File: config.mk
export PLATFORM = sky130hd
export DESIGN_NAME = dummy_streamer_pkt_fifo
export DESIGN_NICKNAME = d
export VERILOG_FILES = /design/src/rtl/dummy_streamer_pkt_fifo.sv
export SDC_FILE = /design/constraint.sdc
export NUM_CORES = 1
export LEC_CHECK = 0
export CORE_UTILIZATION = 25
export CTS_CLUSTER_DIAMETER = 100
export CTS_CLUSTER_SIZE = 40
export DETAILED_ROUTE_END_ITERATION = 7
export SYNTH_ARGS = -nofsm -noshare
export SYNTH_HDL_FRONTEND = slang
export SYNTH_SLANG_ARGS = --single-unit
File: constraint.sdc
create_clock -name clk -period 7.2 [get_ports clk]
set_clock_uncertainty 0.1 [all_clocks]
set_input_delay 0.72 -clock clk [delete_from_list [all_inputs] [get_ports clk]]
set_output_delay 0.72 -clock clk [all_outputs]
set_load 0.05 [all_outputs]
File: src/rtl/dummy_streamer_pkt_fifo.sv
// Store-and-forward AXIS packet FIFO: a packet leaves only after its TLAST beat is stored; first beat out 1 clk after commit.
// S_AXI_TREADY drops when storage is full (never while dropping an oversize packet); M_AXI_* hold while M_AXI_TREADY is low.
module dummy_streamer_pkt_fifo #(
  parameter int DATA_WIDTH        = 32,
  parameter int STORAGE_IDX_WIDTH = 4
) (
  input  logic                         clk,
  input  logic                         reset,
  input  logic [DATA_WIDTH-1:0]        S_AXI_TDATA,
  input  logic [DATA_WIDTH/8-1:0]      S_AXI_TKEEP,
  input  logic                         S_AXI_TVALID,
  output logic                         S_AXI_TREADY,
  input  logic                         S_AXI_TLAST,
  output logic [DATA_WIDTH-1:0]        M_AXI_TDATA,
  output logic [DATA_WIDTH/8-1:0]      M_AXI_TKEEP,
  output logic                         M_AXI_TVALID,
  input  logic                         M_AXI_TREADY,
  output logic                         M_AXI_TLAST,
  output logic [STORAGE_IDX_WIDTH:0]   pkt_count,
  output logic [7:0]                   drop_cnt
);

  localparam int KW    = DATA_WIDTH / 8;
  localparam int DEPTH = 2 ** STORAGE_IDX_WIDTH;
  localparam int PW    = STORAGE_IDX_WIDTH + 1;
  localparam logic [PW-1:0] DEPTH_P = PW'(DEPTH);
  localparam logic [PW-1:0] PTR_ONE = PW'(1);

  typedef struct packed {
    logic            last;
    logic [KW-1:0]   keep;
    logic [DATA_WIDTH-1:0] data;
  } beat_t;

  typedef enum logic {
    ST_WRITE = 1'b0,
    ST_DROP  = 1'b1
  } state_t;

  state_t state_q, state_d;

  logic [PW-1:0] wr_ptr_q, wr_ptr_d;
  logic [PW-1:0] wr_commit_q, wr_commit_d;
  logic [PW-1:0] rd_ptr_q, rd_ptr_d;
  logic [PW-1:0] wr_ptr_inc;
  logic [PW-1:0] used;
  logic [PW-1:0] partial_next;
  logic          full;

  logic          wr_en;
  logic          commit;
  logic          overflow;
  logic          drop_end;
  logic          out_load;
  logic          rd_avail;
  logic          m_last_hs;

  beat_t         mem [DEPTH];
  beat_t         wr_beat;
  beat_t         rd_beat;

  // Occupancy comes only from registered pointers, so a same-cycle read never frees a slot for a write.
  assign used         = wr_ptr_q - rd_ptr_q;
  assign full         = (used == DEPTH_P);
  assign wr_ptr_inc   = wr_ptr_q + PTR_ONE;
  assign partial_next = wr_ptr_inc - wr_commit_q;

  assign commit   = wr_en && S_AXI_TLAST;
  assign overflow = wr_en && !S_AXI_TLAST && (partial_next == DEPTH_P);

  // FSM: state register
  always_ff @(posedge clk or negedge reset) begin
    if (!reset) begin
      state_q <= ST_WRITE;
    end else begin
      state_q <= state_d;
    end
  end

  // FSM: next state
  always_comb begin
    state_d = state_q;
    case (state_q)
      ST_WRITE: if (overflow) state_d = ST_DROP;
      ST_DROP:  if (drop_end) state_d = ST_WRITE;
      default:  state_d = ST_WRITE;
    endcase
  end

  // FSM: outputs
  always_comb begin
    S_AXI_TREADY = 1'b1;
    wr_en        = 1'b0;
    drop_end     = 1'b0;
    case (state_q)
      ST_WRITE: begin
        S_AXI_TREADY = !full;
        wr_en        = S_AXI_TVALID && !full;
      end
      ST_DROP: begin
        drop_end = S_AXI_TVALID && S_AXI_TLAST;
      end
      default: ;
    endcase
  end

  // Overflow rewinds wr_ptr to the last packet boundary, discarding the partial packet.
  always_comb begin
    wr_ptr_d    = wr_ptr_q;
    wr_commit_d = wr_commit_q;
    if (wr_en) begin
      if (S_AXI_TLAST) begin
        wr_ptr_d    = wr_ptr_inc;
        wr_commit_d = wr_ptr_inc;
      end else if (overflow) begin
        wr_ptr_d = wr_commit_q;
      end else begin
        wr_ptr_d = wr_ptr_inc;
      end
    end
  end

  assign wr_beat = '{last: S_AXI_TLAST, keep: S_AXI_TKEEP, data: S_AXI_TDATA};

  always_ff @(posedge clk) begin
    if (wr_en) begin
      mem[wr_ptr_q[STORAGE_IDX_WIDTH-1:0]] <= wr_beat;
    end
  end

  assign out_load  = !M_AXI_TVALID || M_AXI_TREADY;
  assign rd_avail  = (rd_ptr_q != wr_commit_q);
  assign rd_ptr_d  = (out_load && rd_avail) ? (rd_ptr_q + PTR_ONE) : rd_ptr_q;
  assign rd_beat   = mem[rd_ptr_q[STORAGE_IDX_WIDTH-1:0]];
  assign m_last_hs = M_AXI_TVALID && M_AXI_TREADY && M_AXI_TLAST;

  always_ff @(posedge clk or negedge reset) begin
    if (!reset) begin
      wr_ptr_q    <= '0;
      wr_commit_q <= '0;
      rd_ptr_q    <= '0;
    end else begin
      wr_ptr_q    <= wr_ptr_d;
      wr_commit_q <= wr_commit_d;
      rd_ptr_q    <= rd_ptr_d;
    end
  end

  // Output register: a held beat stays put until accepted; data is left as-is when going idle.
  always_ff @(posedge clk or negedge reset) begin
    if (!reset) begin
      M_AXI_TVALID <= 1'b0;
      M_AXI_TLAST  <= 1'b0;
      M_AXI_TKEEP  <= '0;
      M_AXI_TDATA  <= '0;
    end else if (out_load) begin
      if (rd_avail) begin
        M_AXI_TVALID <= 1'b1;
        M_AXI_TLAST  <= rd_beat.last;
        M_AXI_TKEEP  <= rd_beat.keep;
        M_AXI_TDATA  <= rd_beat.data;
      end else begin
        M_AXI_TVALID <= 1'b0;
      end
    end
  end

  always_ff @(posedge clk or negedge reset) begin
    if (!reset) begin
      pkt_count <= '0;
    end else if (commit && !m_last_hs) begin
      pkt_count <= pkt_count + PTR_ONE;
    end else if (!commit && m_last_hs) begin
      pkt_count <= pkt_count - PTR_ONE;
    end
  end

  always_ff @(posedge clk or negedge reset) begin
    if (!reset) begin
      drop_cnt <= 8'd0;
    end else if (drop_end && (drop_cnt != 8'hFF)) begin
      drop_cnt <= drop_cnt + 8'd1;
    end
  end

endmodule

* Yosys cells after proc, flatten, opt, wreduce, memory -nomap -nowiden
Memory sizes are Yosys's and may differ from the RTL's. A register that Yosys moved wholly into a read port is not among the register bits.
Index checks and enable logic that the tools add are counted.
Widths: inputs -> output; s select.
** Storage, ports and cells
- Bits in registers :: 30
- RAM bits :: 592
- Output and inout port bits :: 52
- Logic and storage cells :: 54
- Memories :: 1
** Operators by class
- $add $sub $neg :: 7
- Eq/ne operators :: 4
- Mux-type cells :: 13
- Bitwise operators :: 1
- Reduce and logical (&&, ||, !) cells :: 21
** Memories
- mem :: words 16, width 37, read ports 1, clocked after Yosys merged registers in 1, wr ports 1, line 58 : beat_t mem [DEPTH];
** Operators by type and width (number)
- $mux 5 :: 4
- $add 5x1->5 const B :: 3
- $logic_and 1x1->1 :: 11
- $eq 5x5->1 const B :: 2
- $sub 5x5->5 :: 2
- $add 8x1->8 const B :: 1
- $mux 1 :: 8
- $ne 8x8->1 const B :: 1
- $logic_not 1->1 :: 6
- $ne 5x5->1 :: 1
- $sub 5x1->5 const B :: 1
- $reduce_and 2->1 :: 2
- $pmux 1 s2 :: 1
- $reduce_bool 2->1 :: 1
- $logic_or 1x1->1 :: 1
- $not 1->1 :: 1

* Depth between registers and ports, before layout
- Depth after elaboration :: 10
- Mapped depth :: 17
- Depth with buffers taken out :: 14

* Worst setup path before layout
No wires, ideal clock.
- Path kind :: register to register
- From :: reg rd_ptr_q[2]
- To :: mem mem[0][0] (netlist name) (enable)
- Arrival :: 4.519 ns
- Data required time :: 6.623 ns
- Setup slack :: 2.103 ns
- Stages on the path, launching flop included :: 12
- Buffers on the path :: 4
- Period minus slack after synthesis :: 5.097 ns
- Path through :: dfrtp_1 -> buf_2 -> buf_2 -> inv_1 -> buf_2 -> ha_1 -> nand2_1 -> a221oi_1 -> a31oi_1 -> clkbuf_1 -> nand2_1 -> nor3_1
** Between the ends
- Word-level cells in the longest chain between the ends :: 7
** RTL lines
- from (decl) :: line 44 : logic [PW-1:0] rd_ptr_q, rd_ptr_d;
- from (signal assigned) :: line 145 : rd_ptr_q <= rd_ptr_d;
- $sub 5x5->5 :: line 63 : assign used = wr_ptr_q - rd_ptr_q;
- $eq 5x5->1 :: line 64 : assign full = (used == DEPTH_P);
- $logic_not 1->1 :: line 98 : wr_en = S_AXI_TVALID && !full;
- $logic_and 1x1->1 :: line 98
- $mux 1 :: line 95 : case (state_q)
- $mux 1 :: line 126 : if (wr_en) begin
- $mux 1 (implied by the code) :: line 127 : mem[wr_ptr_q[STORAGE_IDX_WIDTH-1:0]] <= wr_beat;
- to (decl) :: line 58
No other way between the ends.

* Final worst setup path
- From :: reg rd_ptr_q[2]
- To :: out S_AXI_TREADY
** Between the ends
- Word-level cells in the longest chain between the ends :: 4
** RTL lines
- $sub 5x5->5 :: line 63
- $eq 5x5->1 :: line 64
- $logic_not 1->1 :: line 97 : S_AXI_TREADY = !full;
- $mux 1 :: line 95
- to (decl) :: line 12 : output logic S_AXI_TREADY,
No other way between the ends.

==> flow_summary.rst <==
.. list-table::
   :header-rows: 1

   * - Metric
     - Value
   * - Via count
     - roughly 12000
   * - Total power divided by cell area
     - 384.0 nW/um^2
   * - Filler cells
     - about 9900
   * - Antenna-violating nets left
     - 0
   * - Hold Fails Final Rpt
     - 0
   * - Clock slew seen by the registers of the worst setup and hold paths
     - 0.14 ns
   * - Kind of start point of the critical path
     - flip-flop
   * - Kind of end point of the critical path
     - primary output
   * - Sw Ratio
     - 0.3614
   * - Depth of the CTS H-tree
     - 1
   * - Relative slew margins
     - 0.1402
   * - Most common cell after layout, fill and taps aside
     - sky130_fd_sc_hd__edfxtp_1
   * - FFs w/ async S/R, synth
     - 0.1017
   * - Hold buffer count at CTS
     - 1
   * - CTS tree
     - yes
   * - Final max-slew violation count
     - 0
   * - Final period utilization
     - 0.7181
   * - Violation count after the first detailed-routing iteration
     - 897
   * - Unrepaired setup endpoints after global routing
     - no
   * - Pin count of the biggest net entering global routing
     - roughly 70
   * - Floorplan die width
     - 324.0 um
   * - Clk Latency, worst-skew pair
     - between 0.6 and 0.7 ns
   * - RD Place Congestion
     - a little under 0.8
   * - Leakage component of the power
     - roughly 9.3 nW
   * - Crit-path max FO
     - 49
   * - Number of I/O port buffers
     - slightly above 90
   * - Core outline area
     - 102300 sq um
   * - Worst endpoint required time
     - roughly 6.4 ns
   * - Final worst hold slack
     - around 0.38 ns
   * - Number of antenna violations at the first check in global routing
     - 6
   * - Global route overflow
     - 0
   * - DR pass1 iterations
     - 5
   * - Clock sink count
     - 659
   * - Portion of the post-synthesis area used by sequential elements
     - 0.7503
   * - Mapped Area
     - between 20000 and 30000 sq um
   * - Die height
     - ~320 um
   * - P_sw
     - around 0.0041 W
   * - Ant. Diodes
     - 0
   * - Post-CTS Repair Setup Buffers
     - 0
   * - Commonest cells after routing, fill and taps aside
     - sky130_fd_sc_hd__edfxtp_1 (592), sky130_fd_sc_hd__nand2_1 (172), sky130_fd_sc_hd__mux4_2 (148), sky130_fd_sc_hd__clkdlybuf4s50_1 (91), sky130_fd_sc_hd__dfrtp_1 (63)
   * - Startpoint of the worst-slack reg-to-reg timing path
     - rd_ptr_q[2]
   * - Period minus WS final
     - 5.170 ns
   * - Post-detailed-route DRC marker count
     - 0
   * - Kind of critical path
     - reg2out
   * - CTS resizes
     - 0
   * - Cell chosen for the clock root
     - sky130_fd_sc_hd__clkbuf_16
   * - Die area
     - roughly 110000 sq um
   * - Synthesis-stage register bit count
     - ~660
   * - Hold Crit Class
     - in2async
   * - Layout cells sized above 1
     - 0.2040
   * - R2R Path End
     - mem[10][26]
   * - Number of cells on the worst reg-to-reg path
     - 7
   * - HPWL reported at the end of detailed placement
     - between 30000 and 40000 um
   * - Maximum operating frequency
     - 193.4 MHz
   * - Count of cell types in the netlist
     - 50
   * - Number of enable flip-flop cells after synthesis
     - slightly below 600
   * - Overall routing resource usage
     - 0.1107
   * - Setup slack of the most critical reg-to-reg path
     - between 2 and 2.5 ns
   * - Net count of the mapped netlist
     - between 1000 and 1500
   * - Initial core utilization
     - 0.2534
   * - Total Nets Final
     - 1452
   * - Internal power consumption
     - 0.007233 W
   * - Number of instances in the synthesized netlist
     - around 1300
   * - Finished Cell Area
     - 29490 sq um
   * - Final count of negative-setup-slack endpoints
     - 0
   * - Worst VDD drop
     - approximately 0.24 mV
   * - Global-route wire length before repair
     - 86620 um
   * - Number of buffers created by CTS
     - 27
   * - Relative contribution of sequential cells to total power
     - 0.447
   * - Average routed wire per standard cell
     - between 20 and 25 um
   * - Crit path DAT
     - approximately 4.4 ns
   * - Placement Cell Area
     - around 28000 sq um
   * - Result of the run
     - finished clean
   * - Yosys warning total
     - 0
   * - Area Overhead vs Synth
     - 13.76%
   * - Average footprint of a synthesized cell
     - roughly 20 sq um
   * - Number of buffers between clock root and the deepest sink
     - 3
   * - Number of cell rows
     - roughly 120
   * - Drt via density
     - approximately 4.4
   * - Reported max-cap violation count
     - 0
   * - Combinational fraction of design power
     - 0.366
   * - Number of global-route vias before repair
     - 12879
   * - Wirelength, routed
     - 58660 um
   * - Setup_tns
     - 0 ns
   * - Worst slew pin tran
     - approximately 1.3 ns
   * - Most used DFF post-synth
     - sky130_fd_sc_hd__edfxtp_1
   * - Part of the total power dissipated in the clock network
     - 0.187
   * - I/O pin count
     - slightly above 90
-- routing by layer --
layer / vias to the layer above / global-route usage / part of all wire
met2: 341 / 0.1811 / 0.48
li1: 5378 / - / -
met5: - / 0 / 0.0013
met3: 58 / 0.02385 / 0.068
met1: 6579 / 0.1529 / 0.44
met4: 12 / 0.01740 / 0.014
-- through the flow --
step / cells / utilization / total power, W / worst slack, ns
floorplan: 1315 / - / 0.008051 / 2.103
global placement: 2730 / 0.2780 / 0.009321 / 2.193
detailed placement: 2730 / 0.2780 / 0.009369 / 2.022
CTS: 2780 / 0.2882 / 0.01148 / 1.973
global route: 2780 / 0.2882 / 0.01187 / 1.725
finish: 2780 / 0.2882 / 0.01133 / 2.030
-- cells by family (layout without fill, tap and decap cells) --
family | after synthesis | after routing | share of synthesized area
XOR/XNOR | 26 | 26 | 0.009314
buffers and inverters | 85 | 182 | 0.01858
flip-flops | 659 | 659 | 0.7503
multiplexers | 186 | 186 | 0.1464
AO/OA/AOI/OAI | 75 | 75 | 0.02075
AND/OR/NAND/NOR | 265 | 265 | 0.04522
adder cells (fa/ha/maj) | 19 | 19 | 0.009459
-- Yosys cell counts (12+ instances only) --
| master | n | area [sq um] |
|---|---|---|
| sky130_fd_sc_hd__nor2_1 | 16 | 60.06 |
| sky130_fd_sc_hd__clkbuf_1 | 28 | 105.1 |
| sky130_fd_sc_hd__ha_1 | 18 | 225.2 |
| sky130_fd_sc_hd__dfrtp_1 | 67 | 1677 |
| sky130_fd_sc_hd__nand2_1 | 172 | 645.6 |
| sky130_fd_sc_hd__mux2_2 | 29 | 326.6 |
| sky130_fd_sc_hd__a31oi_1 | 39 | 244.0 |
| sky130_fd_sc_hd__buf_2 | 19 | 95.09 |
| sky130_fd_sc_hd__xnor2_1 | 14 | 122.6 |
| sky130_fd_sc_hd__mux4_2 | 148 | 3333 |
| sky130_fd_sc_hd__edfxtp_1 | 592 | 17780 |
| sky130_fd_sc_hd__nand3_1 | 12 | 60.06 |
| sky130_fd_sc_hd__and3_1 | 37 | 231.5 |
| sky130_fd_sc_hd__inv_1 | 15 | 56.30 |
-- critical path, stage by stage, from the launching register on --
cell                              delay (ns)
sky130_fd_sc_hd__dfrtp_4                0.92
sky130_fd_sc_hd__inv_2                  0.57
sky130_fd_sc_hd__ha_1                   0.49
sky130_fd_sc_hd__nand2_1                0.06
sky130_fd_sc_hd__a221oi_1               0.61
sky130_fd_sc_hd__nand4b_1               0.28
sky130_fd_sc_hd__clkdlybuf4s50_1        0.77
-- power groups by stage --
stage	Sequential, W	Combinational (W)	Clock, W
after floorplan	0.00537	0.00268	0
after global placement	0.00515	0.00417	0
after detailed placement	0.00517	0.00420	0
after CTS	0.00508	0.00422	0.00218
after global routing	0.00513	0.00446	0.00228
final	0.00506	0.00414	0.00212
-- sequential cells by signal, summed over array words and instances, names as in the netlist --
name / flops
state_q: 1
pkt_count: 5
wr_ptr_q: 5
M_AXI_TLAST: 1
M_AXI_TKEEP: 4
mem: 592
drop_cnt: 8
rd_ptr_q: 5
M_AXI_TDATA: 32
wr_commit_q: 5
M_AXI_TVALID: 1
-- worst max-delay path by stage --
stage                   endpoint  cells after the start   startpoint
finish              S_AXI_TREADY                      6  rd_ptr_q[2]
global route          mem[9][11]                      7  rd_ptr_q[1]
CTS                 S_AXI_TREADY                      6  rd_ptr_q[1]
detailed placement    mem[9][10]                      7  rd_ptr_q[1]
global placement     mem[10][27]                      7  rd_ptr_q[1]
floorplan              mem[0][0]                     11  rd_ptr_q[2]
-- layout make-up --
cell class / instances / area, sq um / share of cell area
tap: 1368 / 1712 / 0.05803
clock inverter: 18 / 342.8 / 0.01162
sequential: 659 / 19470 / 0.6600
multi-input combinational: 571 / 6111 / 0.2072
inverter: 15 / 56.30 / 0.001909
timing repair buffer: 118 / 1116 / 0.03784
clock buffer: 31 / 690.7 / 0.02342
Power figures use the tool's default switching activity.
